## src/rtl/ad_serial_emu_pkg.sv

```systemverilog
// Shared definitions for ad_serial_emu and other fx bus slaves:
// fx address layout, register offsets, sample-generator modes and FSM states.
package ad_serial_emu_pkg;

  localparam int unsigned FX_ADDR_W = 22;
  localparam int unsigned FX_DEV_W  = 6;
  localparam int unsigned FX_REG_W  = 8;
  localparam int unsigned FX_DATA_W = 8;

  // fx address layout: [21:16] device id, [15:8] unused, [7:0] register
  typedef struct packed {
    logic [FX_DEV_W-1:0] dev;
    logic [7:0]          pad;
    logic [FX_REG_W-1:0] offs;
  } fx_addr_t;

  localparam logic [FX_REG_W-1:0] REG_MODE      = 8'h00;
  localparam logic [FX_REG_W-1:0] REG_CONST_LO  = 8'h01;
  localparam logic [FX_REG_W-1:0] REG_CONST_HI  = 8'h02;
  localparam logic [FX_REG_W-1:0] REG_STEP_LO   = 8'h03;
  localparam logic [FX_REG_W-1:0] REG_STEP_HI   = 8'h04;
  localparam logic [FX_REG_W-1:0] REG_CTRL      = 8'h05;
  localparam logic [FX_REG_W-1:0] REG_FRAMES_LO = 8'h06;
  localparam logic [FX_REG_W-1:0] REG_FRAMES_HI = 8'h07;
  localparam logic [FX_REG_W-1:0] REG_ABORTS    = 8'h08;
  localparam logic [FX_REG_W-1:0] REG_CLR       = 8'h09;

  typedef enum logic [1:0] {
    MODE_CONST  = 2'd0,
    MODE_RAMP   = 2'd1,
    MODE_TOGGLE = 2'd2
  } mode_e;

  typedef enum logic {
    ST_IDLE  = 1'b0,
    ST_SHIFT = 1'b1
  } state_e;

  // Raw MODE field to effective mode; encoding 3 behaves as constant
  function automatic mode_e eff_mode(input logic [1:0] m);
    case (m)
      2'd1:    return MODE_RAMP;
      2'd2:    return MODE_TOGGLE;
      default: return MODE_CONST;
    endcase
  endfunction

  function automatic logic fx_hit(input fx_addr_t a, input logic [FX_DEV_W-1:0] id);
    return a.dev == id;
  endfunction

endpackage

```

## src/rtl/ad_serial_emu_sync_edge.sv

```systemverilog
// fx_sync_edge: synchronises an asynchronous level into clk and flags its edges.
//   clk, rst_n : clock, async active-low reset
//   din        : asynchronous input level
//   rise_c     : one-cycle pulse on a synchronised rising edge (combinational)
//   fall_c     : one-cycle pulse on a synchronised falling edge (combinational)
module fx_sync_edge #(
  parameter int unsigned SYNC_STAGES = 2,
  parameter logic        RST_VAL     = 1'b0
) (
  input  logic clk,
  input  logic rst_n,
  input  logic din,
  output logic rise_c,
  output logic fall_c
);

  logic [SYNC_STAGES-1:0] sync_q;
  logic                   prev_q;
  logic                   level;

  assign level = sync_q[SYNC_STAGES-1];

  // Synchroniser chain followed by the edge-detect history register
  always_ff @(posedge clk or negedge rst_n) begin
    if (!rst_n) begin
      sync_q <= {SYNC_STAGES{RST_VAL}};
      prev_q <= RST_VAL;
    end else begin
      sync_q <= {sync_q[SYNC_STAGES-2:0], din};
      prev_q <= level;
    end
  end

  assign rise_c = level & ~prev_q;
  assign fall_c = ~level & prev_q;

endmodule

```

## src/rtl/ad_serial_emu.sv

```systemverilog
// ad_serial_emu: emulates a serial ADC for one ad_top channel master.
//   clk_sys, rst_n        : system clock, async active-low reset
//   cs_n, sclk            : frame select and serial clock from the master (async)
//   sdata                 : registered serial sample, MSB first
//   fx_waddr/fx_wr/fx_data: fx bus write port
//   fx_raddr/fx_rd/fx_q   : fx bus read port, fx_q is 0 unless addressed
//   dev_id                : this slave's fx device id
module ad_serial_emu
  import ad_serial_emu_pkg::*;
#(
  parameter int unsigned       DATA_W      = 16,
  parameter int unsigned       SYNC_STAGES = 2,
  parameter logic [DATA_W-1:0] RST_CONST   = 16'h8000
) (
  input  logic                 clk_sys,
  input  logic                 rst_n,
  input  logic                 cs_n,
  input  logic                 sclk,
  output logic                 sdata,
  input  logic [FX_ADDR_W-1:0] fx_waddr,
  input  logic                 fx_wr,
  input  logic [FX_DATA_W-1:0] fx_data,
  input  logic                 fx_rd,
  input  logic [FX_ADDR_W-1:0] fx_raddr,
  output logic [FX_DATA_W-1:0] fx_q,
  input  logic [FX_DEV_W-1:0]  dev_id
);

  localparam int unsigned       CNT_W    = $clog2(DATA_W);
  localparam logic [CNT_W-1:0]  LAST_BIT = CNT_W'(DATA_W - 1);

  logic cs_rise, cs_fall, sclk_fall, sclk_rise_unused;

  fx_sync_edge #(.SYNC_STAGES(SYNC_STAGES), .RST_VAL(1'b1)) u_cs_sync (
    .clk(clk_sys), .rst_n(rst_n), .din(cs_n), .rise_c(cs_rise), .fall_c(cs_fall)
  );

  fx_sync_edge #(.SYNC_STAGES(SYNC_STAGES), .RST_VAL(1'b0)) u_sclk_sync (
    .clk(clk_sys), .rst_n(rst_n), .din(sclk), .rise_c(sclk_rise_unused), .fall_c(sclk_fall)
  );

  fx_addr_t wa, ra;
  logic     wr_hit, rd_hit, clr_c;
  logic     unused_ok;

  assign wa     = fx_addr_t'(fx_waddr);
  assign ra     = fx_addr_t'(fx_raddr);
  assign wr_hit = fx_wr && fx_hit(wa, dev_id);
  assign rd_hit = fx_rd && fx_hit(ra, dev_id);
  assign clr_c  = wr_hit && (wa.offs == REG_CLR);
  assign unused_ok = ^{wa.pad, ra.pad, sclk_rise_unused};

  // Register file and generator state
  logic [1:0]        mode_r;
  logic [DATA_W-1:0] const_r, step_r, ramp_q;
  logic              en_r, phase_q;
  logic [15:0]       frames_q;
  logic [7:0]        aborts_q, frames_hi_shadow;
  mode_e             mode_c;
  logic [DATA_W-1:0] sample_c;

  assign mode_c = eff_mode(mode_r);

  always_comb begin
    case (mode_c)
      MODE_RAMP:   sample_c = ramp_q;
      MODE_TOGGLE: sample_c = phase_q ? ~const_r : const_r;
      default:     sample_c = const_r;
    endcase
  end

  // Shift FSM
  state_e            state_q, state_d;
  logic [DATA_W-1:0] shreg_q, shreg_d;
  logic [CNT_W-1:0]  bitcnt_q, bitcnt_d;
  logic              sdata_d, done_c, abort_c;

  always_ff @(posedge clk_sys or negedge rst_n) begin
    if (!rst_n) begin
      state_q  <= ST_IDLE;
      shreg_q  <= '0;
      bitcnt_q <= '0;
      sdata    <= 1'b0;
    end else begin
      state_q  <= state_d;
      shreg_q  <= shreg_d;
      bitcnt_q <= bitcnt_d;
      sdata    <= sdata_d;
    end
  end

  // cs_n rise is tested before sclk fall so it wins when both land together
  always_comb begin
    state_d  = state_q;
    shreg_d  = shreg_q;
    bitcnt_d = bitcnt_q;
    sdata_d  = sdata;
    done_c   = 1'b0;
    abort_c  = 1'b0;
    case (state_q)
      ST_IDLE: begin
        if (cs_fall) begin
          if (en_r) begin
            shreg_d  = sample_c;
            sdata_d  = sample_c[DATA_W-1];
            bitcnt_d = '0;
            state_d  = ST_SHIFT;
          end else begin
            sdata_d = 1'b0;
          end
        end
      end
      ST_SHIFT: begin
        if (cs_rise) begin
          sdata_d = 1'b0;
          state_d = ST_IDLE;
          if (bitcnt_q >= LAST_BIT) done_c  = 1'b1;
          else                      abort_c = 1'b1;
        end else if (sclk_fall) begin
          if (bitcnt_q < LAST_BIT) begin
            shreg_d  = shreg_q << 1;
            sdata_d  = shreg_q[DATA_W-2];
            bitcnt_d = bitcnt_q + CNT_W'(1);
          end else begin
            sdata_d = 1'b0;
          end
        end
      end
      default: state_d = ST_IDLE;
    endcase
  end

  // Bus writes, counters, sample generator and registered read port
  always_ff @(posedge clk_sys or negedge rst_n) begin
    if (!rst_n) begin
      mode_r           <= 2'd0;
      const_r          <= RST_CONST;
      step_r           <= DATA_W'(1);
      en_r             <= 1'b0;
      ramp_q           <= RST_CONST;
      phase_q          <= 1'b0;
      frames_q         <= '0;
      aborts_q         <= '0;
      frames_hi_shadow <= '0;
      fx_q             <= '0;
    end else begin
      if (wr_hit) begin
        case (wa.offs)
          REG_MODE:     mode_r  <= fx_data[1:0];
          REG_CONST_LO: const_r <= DATA_W'({const_r[DATA_W-1:8], fx_data});
          REG_CONST_HI: const_r <= DATA_W'({fx_data, const_r[7:0]});
          REG_STEP_LO:  step_r  <= DATA_W'({step_r[DATA_W-1:8], fx_data});
          REG_STEP_HI:  step_r  <= DATA_W'({fx_data, step_r[7:0]});
          REG_CTRL:     en_r    <= fx_data[0];
          default: ;
        endcase
      end

      if (clr_c) begin
        frames_q <= '0;
        aborts_q <= '0;
      end else begin
        if (done_c && frames_q != 16'hFFFF) frames_q <= frames_q + 16'd1;
        if (abort_c && aborts_q != 8'hFF)   aborts_q <= aborts_q + 8'd1;
      end

      // Outside ramp mode the accumulator follows CONST so ramps start there
      if (mode_c != MODE_RAMP) ramp_q <= const_r;
      else if (done_c)         ramp_q <= ramp_q + step_r;

      if (mode_c != MODE_TOGGLE) phase_q <= 1'b0;
      else if (done_c)           phase_q <= ~phase_q;

      fx_q <= '0;
      if (rd_hit) begin
        case (ra.offs)
          REG_MODE:      fx_q <= {6'd0, mode_r};
          REG_CONST_LO:  fx_q <= 8'(const_r);
          REG_CONST_HI:  fx_q <= 8'(const_r >> 8);
          REG_STEP_LO:   fx_q <= 8'(step_r);
          REG_STEP_HI:   fx_q <= 8'(step_r >> 8);
          REG_CTRL:      fx_q <= {7'd0, en_r};
          REG_FRAMES_LO: begin
            fx_q             <= frames_q[7:0];
            frames_hi_shadow <= frames_q[15:8];
          end
          REG_FRAMES_HI: fx_q <= frames_hi_shadow;
          REG_ABORTS:    fx_q <= aborts_q;
          default:       fx_q <= '0;
        endcase
      end
    end
  end

endmodule

```

## config.mk

```make
export PLATFORM = sky130hd
export DESIGN_NAME = ad_serial_emu
export DESIGN_NICKNAME = d
export VERILOG_FILES = /design/src/rtl/ad_serial_emu_pkg.sv /design/src/rtl/ad_serial_emu_sync_edge.sv /design/src/rtl/ad_serial_emu.sv
export SDC_FILE = /design/constraint.sdc
export NUM_CORES = 1
export LEC_CHECK = 0
export BUFFER_PORTS_ARGS = -buffer_cell sky130_fd_sc_hd__buf_2
export CORE_ASPECT_RATIO = 0.7
export CORE_MARGIN = 2
export CORE_UTILIZATION = 64
export CTS_CLUSTER_DIAMETER = 80
export DETAILED_ROUTE_END_ITERATION = 7
export HOLD_SLACK_MARGIN = 0.1
export PLACE_DENSITY = 0.94
export SKIP_CTS_REPAIR_TIMING = 1
export SYNTH_ARGS = -nofsm -noshare
export SYNTH_HDL_FRONTEND = slang
export SYNTH_SLANG_ARGS = --single-unit
```

## constraint.sdc

```tcl
create_clock -name clk_sys -period 4.41 [get_ports clk_sys]
set_input_delay 0.441 -clock clk_sys [delete_from_list [all_inputs] [get_ports clk_sys]]
set_output_delay 0.441 -clock clk_sys [all_outputs]
set_load 0.005 [all_outputs]
```

# == Word level (Yosys, flattened, before mapping) ==
# Cells that the tools add are included.
# W data, S select, Z words.
# classes
addsub,4
order_cmp,2
eq_ne,30
muxes,43
bitwise,13
reduce_logical,20
# op_table
op,count
$pmux W16 S2,3
$mux W16,5
$mux W15,5
$pmux W8 S9,1
$eq A8 B3 Y1 const B,6
$eq A8 B2 Y1 const B,4
$pmux W15 S2,1
$mux W8,3
$mux W4,5
$add A16 B1 Y16 const B,1
$add A16 B16 Y16,1
$eq A8 B1 Y1 const B,2
$eq A8 B4 Y1 const B,2
$logic_not A8 Y1,2
$mux W1,16
$ne A16 B16 Y1 const B,1
$not A16 Y16,1
$eq A6 B6 Y1,2
$reduce_and A3 Y1,4
$ne A2 B2 Y1 const B,5
$not A1 Y1,9
$add A8 B1 Y8 const B,1
$ne A8 B8 Y1 const B,1
$pmux W4 S2,1
14 further kinds,30
# word_totals
regBits,119
in_bits,64
out_inout_bits,9
elab_cells,132

# == Depth between registers and ports, before layout ==
# Gate-level depths: netlist of the first run.
# depth
word_depth,7
ltp_mapped,9
depth_no_buf,8

# == Cells and area by module ==
# Synthesis of the first run repeated with hierarchy kept, for this count alone.
# unflattened
cells_unflattened,700
area_unflattened_um2,6741.5
# modules_own_cells
mod,n_inst,cells_per_inst,area_each_um2,seq_area_each_um2
ad_serial_emu,1,690,6557.5,2831.5
fx_sync_edge (u_cs_sync),1,5,93.8,78.8
fx_sync_edge (u_sclk_sync),1,5,90.1,75.1

# == Least setup slack after synthesis of the first run ==
# OpenSTA, ideal clock, no wires.
# synth_path
kind,register to register
from,register ramp_q[0]
to,register ramp_q[14]
setup_ns,0.127
t_arrival_ns,2.201
required_time_ns,4.283
path_slack_ns,2.082
path_stages_with_launch,9
period_less_slack_ns,2.328
cell_sequence,dfrtp_1 ha_1 fa_1 a211oi_1 o21bai_1 o2111a_1 o31ai_1 a2111oi_0 nand3b_1
# synth_via
elab_chain_len,3
# synth_rtl
item,line_no,text
start: declaration,ad_serial_emu.sv:55,"logic [DATA_W-1:0] const_r, step_r, ramp_q;"
start signal: assignment,ad_serial_emu.sv:168,if (mode_c != MODE_RAMP) ramp_q <= const_r;
start signal: assignment,ad_serial_emu.sv:169,else if (done_c) ramp_q <= ramp_q + step_r;
$add A16 B16 Y16,ad_serial_emu.sv:169,
$mux W16,ad_serial_emu.sv:169,
$mux W16,ad_serial_emu.sv:168,
# Every way passes these cells. The select of a mux whose other input is x is not followed.
# A chain may end at the register's enable or synchronous reset.

# == Worst setup path after layout of the first run ==
# layout_path
from,register state_q
to,register frames_q[8]
# layout_via
elab_chain_len,3
# layout_rtl
item,line_no,text
start: declaration,ad_serial_emu.sv:73,"state_e state_q, state_d;"
start signal: assignment,ad_serial_emu.sv:85,state_q <= state_d;
$mux W1,ad_serial_emu.sv:100,case (state_q)
$logic_and A1 B1 Y1,ad_serial_emu.sv:163,if (done_c && frames_q != 16'hFFFF) frames_q <= frames_q + 16'd1;
$reduce_bool A2 Y1 (no line),--,
end signal: assignment,ad_serial_emu.sv:163,
end: declaration,ad_serial_emu.sv:57,logic [15:0] frames_q;
# Every way passes these cells.

==> results by group, run 1 <==
Outcome
  – Status: finished, final reports clean

Floorplan
  – Die width: about 130 um
  – Core Region: 10,400 um^2
  – Starting Density: between 60% and 70%
  – Row count: 31
  – Die height: 90.7 um
  – Die ar.: between 10,000 and 15,000 um^2
  – Num ports: 73

Yosys
  – Avg Synthesized Cell Area: 9.59 um^2
  – Mapped Area: around 6900 um^2
  – Sequential share of the synthesized area: between 40% and 50%
  – Net Count, Synth: ~800
  – Ys async rst share: 100%
  – Yosys reg bits: between 100 and 150
  – Number of synthesis warnings: 0
  – Mapped Cells: slightly above 700
  – Yosys cell types: between 60 and 70
  – EDFF count, synth: 0
  – Most used DFF post-synth: dfrtp_1

Clocking
  – H-tree depth: 4
  – Clock root cell: clkbuf_16
  – Num CTS Buffers: 17
  – Clock net sink count: approximately 120
  – Clock latency on the worst-skew pair: about 0.42 ns
  – CTS tree: built
  – Bufs on Longest Clock Path: 2
  – Clk pin slew, worst setup/hold paths: around 0.06 ns

Pwr
  – Leakage: between 3 and 4 nW
  – Power Total: about 2.6 mW
  – Peak VDD IR: 292 uV
  – Power density cells: approximately 340 nW/um^2

STA
  – RSZ-0062 raised after global routing: false
  – Max Slew Vio Count: 0
  – Minimum clock period after layout: roughly 2.8 ns
  – Final worst-path cycle share: 64.4%
  – Final setup vio count: 0
  – Slew at the pin closest to its max-slew limit: approximately 1 ns
  – Post-route clock skew: between 0.007 and 0.008 ns
  – Setup TNS: 0 ns
  – Final Hold Viols: 0
  – Hold Slack: between 0.1 and 0.15 ns
  – Fmax: ~0.35 GHz
  – Slew HR: between 30% and 40%

Detailed routing
  – Post-route ant nets: 0
  – Vias: between 6,000 and 7,000
  – Post-Route WL: between 15,000 and 20,000 um
  – DRC viols: 0
  – DRT Pass-1 Iters: 6
  – Vias per cell: about 6.8
  – Drt initial violations: a little under 900
  – DR WL/cell: between 20 and 25 um

Global route
  – First-pass GRT wire length: about 32,000 um
  – Pin count of the biggest net entering global routing: about 50
  – Initial antenna violation count: 0
  – GR Util All Layers: roughly 36%
  – GRT overflow: 0
  – Number of global-route vias before repair: roughly 6,000

Worst hold path
  – Hold Crit Start: cs_n
  – Hold path cells: 1
  – Hold Path End: u_cs_sync.sync_q[0]$_DFF_PN1_
  – Worst Hold Class: input pin to register

Place
  – Placed Instances: just under 900
  – Routability-driven placement congestion ratio: slightly below 1
  – Dpl hpwl: 13,500 um
  – I/O Buffers: 56

Finish
  – Utilization after layout: around three quarters
  – N_diodes: 0
  – Filler instances: 688
  – Most frequent cells in the layout: dfrtp_1 (113), nand2_1 (79), nor2_1 (70)
  – Synth-to-Final Area Change: 13.7%
  – Share of cells above drive strength 1: approximately a fifth
  – Area of the multi-input gates: roughly 3700 um^2
  – Nets@finish: between 800 and 900
  – Most common cell after layout, fill and taps aside: dfrtp_1
  – Final cell count without fillers: between 900 and 1,000
  – Sequential Area: between 2000 and 3000 um^2

Setup path
  – Crit path DAT: approximately 3.1 ns
  – Reg2Reg Setup Slack: 1.57 ns
  – Startpoint types: register
  – Worst r2r dst: frames_q[8]$_DFFE_PN0P_
  – R2r worst-path depth: 6
  – Max FO, Critical Path: 27
  – Worst r2r src: state_q$_DFF_PN0_
  – CP required: between 4 and 5 ns
  – Critical Path Sink Type: register
  – CP Class: register to register

Job
  – Max cap viols: 0
flip-flops by register name (all words and copies together), names as in the netlist, 4 cells and up:
signal	flops
const_r	16
frames_q	16
aborts_q	8
fx_q	8
shreg_q	15
ramp_q	16
step_r	16
frames_hi_shadow	8
bitcnt_q	4
report_power, final:
group          leakage (nW)  switching (mW)  internal (mW)
combinational          1.92          0.0682         0.0382
clock                 0.286           0.513          0.918
sequential             1.40         0.00534           1.10
stage by stage:
| step | cell area [um^2] | worst slack (ns) |
|---|---|---|
| 2_1_floorplan | 6880 | 2.08 |
| 3_3_place_gp | 7200 | 1.81 |
| 3_5_place_dp | 7200 | 1.74 |
| 4_1_cts | 7810 | 1.66 |
| 5_1_grt | 7820 | 1.43 |
| 6_report | 7820 | 1.57 |
how the worst max path moves through the flow:
stage	start	endpoint	cells after the start
global placement	ramp_q[0]$_DFFE_PN0P_	ramp_q[14]$_DFFE_PN0P_	8
global route	state_q$_DFF_PN0_	frames_q[8]$_DFFE_PN0P_	6
CTS	state_q$_DFF_PN0_	frames_q[8]$_DFFE_PN0P_	6
finish	state_q$_DFF_PN0_	frames_q[8]$_DFFE_PN0P_	6
detailed placement	fx_waddr[21]	aborts_q[7]$_DFFE_PN0P_	7
floorplan	ramp_q[0]$_DFFE_PN0P_	ramp_q[14]$_DFFE_PN0P_	8
critical path, cell delays in order (launching register included):
cell and delay, ns:
dfrtp_1 1.00, and3b_1 0.49, nand2b_1 0.25, a31oi_2 0.49
nand4_1 0.22, xor2_1 0.18, nor2_1 0.05
cell usage after synthesis (all sizes together), types with 3 or more instances:
library cell	number	share of area (%)
or4	3	0.44
buf	14	1.2
nor3b	3	0.33
a22oi	11	1.2
a21oi	43	3.1
clkbuf	23	1.3
nand2	80	4.4
and3	17	1.5
a211oi	5	0.55
mux2i	25	3.6
a2bb2oi	4	0.51
and4	3	0.38
and2	5	0.45
nand2b	5	0.45
mux2	40	7.0
nor4	4	0.67
a31oi	14	1.4
a21o	11	1.2
nor2b	7	0.78
inv	19	1.0
o22ai	3	0.27
xnor2	16	2.0
ha	20	3.6
dfrtp	113	41
nor2	71	4.1
nand3b	4	0.44
o21ai	49	3.6
dfstp	6	2.3
nand4	14	1.3
xor2	26	3.3
nor3	8	0.65
o211ai	5	0.55
nand3	20	1.5
per-layer routing:
layer | vias up | track usage [%] | part of all wire [%]
met1 | 2941 | 48.6 | 39
met5 | - | 0 | 0
met4 | 0 | 15.4 | 3.7
li1 | 2659 | - | -
met3 | 70 | 11.6 | 12
met2 | 472 | 53.0 | 44
layout make-up:
cell class,instances,area share (%)
Timing Repair Buffer,63,4.32
Clock buffer,21,5.89
Multi-Input combinational cell,542,46.7
Inverter,19,0.912
Sequential cell,119,38.2
Tap cell,132,2.11
Clock inverter,11,1.89
cell families (layout without fill, tap and decap cells):
logic type               count (synthesis)  count (layout)  share of synthesized area [%]
AND/OR/NAND/NOR                        250             250                           18.2
buffers and inverters                   56             114                           3.48
multiplexers                            65              65                           10.6
XOR/XNOR                                42              42                           5.35
flip-flops                             119             119                           43.4
AO/OA/AOI/OAI                          164             164                           15.0
adder cells (fa/ha/maj)                 21              21                           3.93
Note: power is estimated with default switching activity, not from simulation.
==> inputs of run 2 (changes only) <==
--- a/config.mk
+++ b/config.mk
@@ -8,11 +8,11 @@
 export BUFFER_PORTS_ARGS = -buffer_cell sky130_fd_sc_hd__buf_2
 export CORE_ASPECT_RATIO = 0.7
 export CORE_MARGIN = 2
-export CORE_UTILIZATION = 64
+export CORE_UTILIZATION = 54
 export CTS_CLUSTER_DIAMETER = 80
 export DETAILED_ROUTE_END_ITERATION = 7
 export HOLD_SLACK_MARGIN = 0.1
-export PLACE_DENSITY = 0.94
+export PLACE_DENSITY = 0.85
 export SKIP_CTS_REPAIR_TIMING = 1
 export SYNTH_ARGS = -nofsm -noshare
 export SYNTH_HDL_FRONTEND = slang
==> constraint.sdc (replaced) <==
create_clock -name clk_sys -period 2.6 [get_ports clk_sys]
set_input_delay 0.26 -clock clk_sys [delete_from_list [all_inputs] [get_ports clk_sys]]
set_output_delay 0.26 -clock clk_sys [all_outputs]
set_load 0.005 [all_outputs]
==> run 2 against run 1 <==
Effect of this change:
- sequential share of layout area shrank 0.65 points
- cell count rose by 5.1%
- setup slack got worse by 1.5 ns
- final area rose by 1.7%
- count of clock-buffer cells in the layout is 3 higher
- wire length fell by 7.7%
- highest routed layer unchanged
==> results by group, run 2 (same netlist as run 1, synthesis figures left out) <==
Outcome
  – Status: finished, final reports clean

Place
  – Post-DP Area: 7350 um^2 (+2.1%)
  – Dpl ws: 0.0117 ns (-1.72 ns)
  – Dpl hpwl: 13,200 um (-1.9%)
  – Routability-driven placement congestion ratio: 1.04 (+5.9%)
  – I/O Buffers: 56 (unchanged)

Global route
  – Number of global-route vias before repair: 5,507 (-10%)
  – GRT overflow: 0 (unchanged)
  – Pin count of the biggest net entering global routing: 51 (unchanged)
  – Initial antenna violation count: 0 (unchanged)
  – GR Util All Layers: 27.7% (-8.2 points)
  – First-pass GRT wire length: 29,400 um (-7.7%)

Clocking
  – Num CTS Buffers: 17 (unchanged)
  – Bufs on Longest Clock Path: 2 (unchanged)
  – Clock root cell: clkbuf_16
  – Clock net sink count: 119 (unchanged)
  – H-tree depth: 4 (unchanged)
  – CTS tree: built
  – Clk pin slew, worst setup/hold paths: 0.05 ns (about the same)
  – Clock latency on the worst-skew pair: 0.42 ns (about the same)

Finish
  – Nets@finish: 863 (+1.9%)
  – Most common cell after layout, fill and taps aside: dfrtp_1
  – Share of cells above drive strength 1: 21.1% (+1.5 points)
  – Synth-to-Final Area Change: 15.7%
  – Most frequent cells in the layout: dfrtp_1 (113), nand2_1 (79), nor2_1 (70)
  – Finished Cell Area: 7960 um^2 (+1.7%)
  – N_diodes: 0 (unchanged)

Setup path
  – Crit-path slowest cell: fa_1
  – Max FO, Critical Path: 4 (-85%)
  – Critical Path Sink Type: register
  – Largest stage delay on the critical path: 0.43 ns (-0.57 ns)
  – Startpoint types: register
  – CP top delay family: compound AO/OA/AOI/OAI gates
  – Crit path buf inv count: 0 (unchanged)
  – Crit path DAT: 2.90 ns (-0.21 ns)
  – CP required: 2.95 ns (-1.73 ns)
  – Crit-path cells: ha_1, fa_1, a211oi_2, o21bai_2, o211ai_1, a21oi_1, or3_1, nand3_1
  – CP Class: register to register

STA
  – Minimum clock period after layout: 2.54 ns (-0.294 ns)
  – Final worst-path cycle share: 97.9% (+34 points)
  – Fmax: 0.393 GHz (+12%)
  – Setup TNS: 0 ns (unchanged)
  – Final setup vio count: 0 (unchanged)
  – Slew HR: 55.7% (+23 points)
  – Slew at the pin closest to its max-slew limit: 0.660 ns (-0.348 ns)
  – Post-route clock skew: 0.00593 ns (-0.00164 ns)
  – Max Slew Vio Count: 0 (unchanged)
  – Final Hold Viols: 0 (unchanged)
  – Setup WS post-layout: 0.0552 ns (-1.52 ns)

Floorplan
  – Row count: 34 (+9.7%)
  – Core Region: 12,400 um^2 (+19%)
  – Starting Density: 55.4% (-11 points)
  – Die height: 98.4 um (+8.5%)
  – Die ar.: 13,700 um^2 (+18%)
  – Die width: 139 um (+8.6%)
  – Num ports: 73 (unchanged)

Detailed routing
  – Post-Route WL: 18,000 um (-7.7%)
  – Vias: 5,921 (-3.6%)
  – DRT Pass-1 Iters: 5 (-1)
  – Vias per cell: 6.21 (-8.3%)
  – Drt initial violations: 642 (-28%)
  – Post-route ant nets: 0 (unchanged)
  – DRC viols: 0 (unchanged)
  – DR WL/cell: 18.9 um (-12%)

Pwr
  – Peak VDD IR: 461 uV (+58%)
  – Power density cells: 538 nW/um^2 (+59%)
  – Leakage: 3.68 nW (+2.0%)

Job
  – Max cap viols: 0 (unchanged)

Worst hold path
  – Worst Hold Class: input pin to register
run 2: cell count changes in the layout (fill, tap and decap cells not counted), moves of 2 or more:
cell / delta
clkinv_2: +2
clkbuf_1: +2
bufinv_16: -2
buf_4: +13
dlygate4sd3_1: +2
run 2: layout make-up:
| type | instances | area [um^2] |
|---|---|---|
| Tap cell | 162 | 203 |
| Clock inverter | 8 | 72.6 |
| Inverter | 19 | 71.3 |
| Multi-Input combinational cell | 542 | 3670 |
| Sequential cell | 119 | 2990 |
| Clock buffer | 24 | 482 |
| Timing Repair Buffer | 79 | 475 |
| Fill cell | 989 | 4470 |
run 2: power by group:
part	internal, mW	switching, mW	total [mW]
combinational	0.0713	0.111	0.182
clock	1.38	0.841	2.22
sequential	1.87	0.00914	1.88
total	3.32	0.961	4.28
run 2: metal layers:
layer  share of wire, %  track usage, %  wire (um)
met1                 46            41.7       8380
met4                1.3            7.85        241
met5                  0               0          0
met2                 41            38.4       7440
met3                 11            8.65       1970
run 2: final timing paths:
kind	startpoint	endpoint	slack [ns]	cells past startpoint
worst max-delay path	ramp_q[0]$_DFFE_PN0P_	ramp_q[12]$_DFFE_PN0P_	0.06	8
worst min-delay path	fx_data[7]	const_r[7]$_DFFE_PN0P_	0.13	3
worst max register to register	ramp_q[0]$_DFFE_PN0P_	ramp_q[12]$_DFFE_PN0P_	0.06	8
worst min register to register	u_sclk_sync.sync_q[0]$_DFF_PN0_	u_sclk_sync.sync_q[1]$_DFF_PN0_	0.35	0
max in group asynchronous	rst_n	u_cs_sync.prev_q$_DFF_PN1_	1.46	3
min in group asynchronous	rst_n	fx_q[4]$_DFF_PN0_	0.41	2
run 2: tightest hold or removal path: stages:
cell and delay [ns]:
buf_2 0.13, nand2_1 0.06, mux2i_1 0.05
run 2: metrics by stage:
stage          util [%]  cells  power, mW  hold WS, ns
4_1_cts            63.6    949       4.29       -0.118
6_report           64.0    953       4.28        0.130
3_5_place_dp       59.2    917       2.09        0.320
5_1_grt            64.0    953       4.41        0.134
2_1_floorplan         -    717       1.97      -0.0356
3_3_place_gp       59.2    917       2.08        0.317
==> inputs of run 3 (changes only) <==
--- a/config.mk
+++ b/config.mk
@@ -6,13 +6,13 @@
 export NUM_CORES = 1
 export LEC_CHECK = 0
 export BUFFER_PORTS_ARGS = -buffer_cell sky130_fd_sc_hd__buf_2
-export CORE_ASPECT_RATIO = 0.7
+export CORE_ASPECT_RATIO = 1.1
 export CORE_MARGIN = 2
-export CORE_UTILIZATION = 54
+export CORE_UTILIZATION = 30
 export CTS_CLUSTER_DIAMETER = 80
 export DETAILED_ROUTE_END_ITERATION = 7
 export HOLD_SLACK_MARGIN = 0.1
-export PLACE_DENSITY = 0.85
+export PLACE_DENSITY = 0.56
 export SKIP_CTS_REPAIR_TIMING = 1
 export SYNTH_ARGS = -nofsm -noshare
 export SYNTH_HDL_FRONTEND = slang
==> run 3 against run 2 <==
Effect of this change:
- sequential power hardly changed
- fmax grew 4.7%
- global-route usage is 12 points lower
- clock skew grew 0.0029 ns
- sequential cell count unchanged
- combinational power decreased by 3%
- register-to-register slack improved by 0.11 ns
- sequential share of layout area is 0.90 points lower
- first-iteration DRC count fell by 27%
- count of clock-buffer cells in the layout down 6
- setup slack improved by 0.11 ns
- via count decreased by 6.8%
==> results by group, run 3 (same netlist as run 1, synthesis figures left out) <==
STA
  – Setup TNS: 0 ns (unchanged)
  – Slew at the pin closest to its max-slew limit: 0.635 ns (-0.0251 ns)
  – Final setup vio count: 0 (unchanged)
  – Fmax: 0.411 GHz (+4.7%)
  – Slew HR: 57.6% (+1.9 points)
  – Max Slew Vio Count: 0 (unchanged)
  – Post-route clock skew: 0.00879 ns (+0.00286 ns)
  – Final worst-path cycle share: 93.5% (-4.4 points)
  – Minimum clock period after layout: 2.43 ns (-0.114 ns)
  – Hold Slack: 0.109 ns (-0.0208 ns)
  – RSZ-0062 raised after global routing: false
  – Final Hold Viols: 0 (unchanged)

Floorplan
  – Die height: 163 um (+65%)
  – Num ports: 73 (unchanged)
  – Row count: 58 (+71%)
  – Starting Density: 30.3% (-25 points)
  – Core Region: 22,700 um^2 (+83%)
  – Die width: 148 um (+6.8%)
  – Die ar.: 24,200 um^2 (+77%)

Setup path
  – Crit path DAT: 2.72 ns (-0.18 ns)
  – CP required: 2.89 ns (-0.06 ns)
  – Crit-path cells: ha_1, a211oi_1, o21ai_0, a31o_2, a31oi_1, mux2i_1, o221ai_1
  – CP Class: register to register
  – Largest stage delay on the critical path: 0.43 ns (about the same)
  – Max FO, Critical Path: 4 (unchanged)
  – Crit-path slowest cell: dfrtp_1
  – Startpoint types: register
  – Critical Path Sink Type: register

Detailed routing
  – Post-Route WL: 18,600 um (+3.2%)
  – DRC viols: 0 (unchanged)
  – DR WL/cell: 17.1 um (-9.8%)
  – Vias per cell: 5.06 (-19%)
  – WL met2: 8380 um (+13%)
  – WL met1: 8820 um (+5.3%)
  – Post-route ant nets: 0 (unchanged)
  – Met3 wire len: 864 um (-56%)
  – Drt initial violations: 466 (-27%)
  – Vias: 5,518 (-6.8%)
  – DRT Pass-1 Iters: 6 (+1)
  – Highest metal used: met4

Finish
  – Filler instances: 2,290 (+130%)
  – Sequential Area: 2990 um^2 (unchanged)
  – N_diodes: 0 (unchanged)
  – Area of the multi-input gates: 3670 um^2 (unchanged)
  – Finished Cell Area: 8150 um^2 (+2.5%)
  – Most frequent cells in the layout: dfrtp_1 (113), nand2_1 (79), nor2_1 (70)
  – Synth-to-Final Area Change: 18.5%
  – Nets@finish: 863 (unchanged)
  – Most common cell after layout, fill and taps aside: dfrtp_1
  – Share of cells above drive strength 1: 21.5% (+0.38 points)

Clocking
  – CTS tree: built
  – Clock root cell: clkbuf_16
  – Bufs on Longest Clock Path: 2 (unchanged)
  – H-tree depth: 4 (unchanged)
  – Num CTS Buffers: 17 (unchanged)
  – Clk pin slew, worst setup/hold paths: 0.06 ns (about the same)
  – Clock latency on the worst-skew pair: 0.43 ns (about the same)
  – Clock net sink count: 119 (unchanged)

Pwr
  – Power density cells: 538 nW/um^2 (about the same)
  – Peak VDD IR: 504 uV (+9.3%)
  – Leakage: 3.69 nW (+0.17%)

Global route
  – GRT overflow: 0 (unchanged)
  – Number of global-route vias before repair: 5,322 (-3.4%)
  – Pin count of the biggest net entering global routing: 70 (+37%)
  – GR Util All Layers: 16.0% (-12 points)
  – First-pass GRT wire length: 29,800 um (+1.5%)
  – Initial antenna violation count: 0 (unchanged)

Place
  – Routability-driven placement congestion ratio: 0.872 (-16%)
  – I/O Buffers: 56 (unchanged)
  – Post-DP Area: 7530 um^2 (+2.5%)
  – Dpl hpwl: 13,700 um (+3.4%)

Worst hold path
  – Worst Hold Class: input pin to register

Outcome
  – Status: finished, final reports clean

Job
  – Max cap viols: 0 (unchanged)
-- run 3: worst paths after layout --
path / from / to / slack (ns) / cells after the start
max reg2reg: step_r[1]$_DFFE_PN0P_ / ramp_q[9]$_DFFE_PN0P_ / 0.17 / 7
max: step_r[1]$_DFFE_PN0P_ / ramp_q[9]$_DFFE_PN0P_ / 0.17 / 7
min reg2reg: u_cs_sync.sync_q[0]$_DFF_PN1_ / u_cs_sync.sync_q[1]$_DFF_PN1_ / 0.35 / 0
max in group asynchronous: rst_n / u_cs_sync.sync_q[0]$_DFF_PN1_ / 1.61 / 3
min in group asynchronous: rst_n / frames_hi_shadow[7]$_DFFE_PN0P_ / 0.25 / 2
min: fx_data[4] / const_r[4]$_DFFE_PN0P_ / 0.11 / 3
-- run 3: cell type report --
cell class | count | area share [%]
Clock buffer | 18 | 5.26
Multi-Input combinational cell | 542 | 45.0
Timing Repair Buffer | 79 | 5.83
Tap cell | 300 | 4.60
Sequential cell | 119 | 36.6
Inverter | 19 | 0.875
Clock inverter | 14 | 1.83
-- run 3: report_power, final --
| group | internal [mW] | leakage (nW) | switching [mW] |
|---|---|---|---|
| Combinational | 0.0702 | 2.01 | 0.106 |
| Clock | 1.41 | 0.273 | 0.921 |
| Sequential | 1.87 | 1.40 | 0.00890 |
| Total | 3.35 | 3.69 | 1.04 |
-- run 3: critical path, delay by kind of cell, from the launching register on --
kind,cells,cell delay (ns)
multiplexers,1,0.24
AO/OA/AOI/OAI,5,1.30
adder cells (fa/ha/maj),1,0.33
flip-flops,1,0.43
-- run 3: per-layer routing --
layer / vias up / global-route usage, %
met2: 147 / 24.4
met1: 2654 / 22.2
met4: 0 / 6.62
li1: 2690 / -
met3: 27 / 3.33
met5: - / 0
-- run 3: metrics by stage --
stage	power (mW)	cells	util, %	setup slack (ns)
after CTS	4.43	1088	35.7	0.0637
after global routing	4.53	1091	35.9	0.00927
after floorplan	1.97	717	-	0.272
after detailed placement	2.08	1056	33.1	0.0782
after global placement	2.08	1056	33.1	0.0885
final	4.39	1091	35.9	0.170
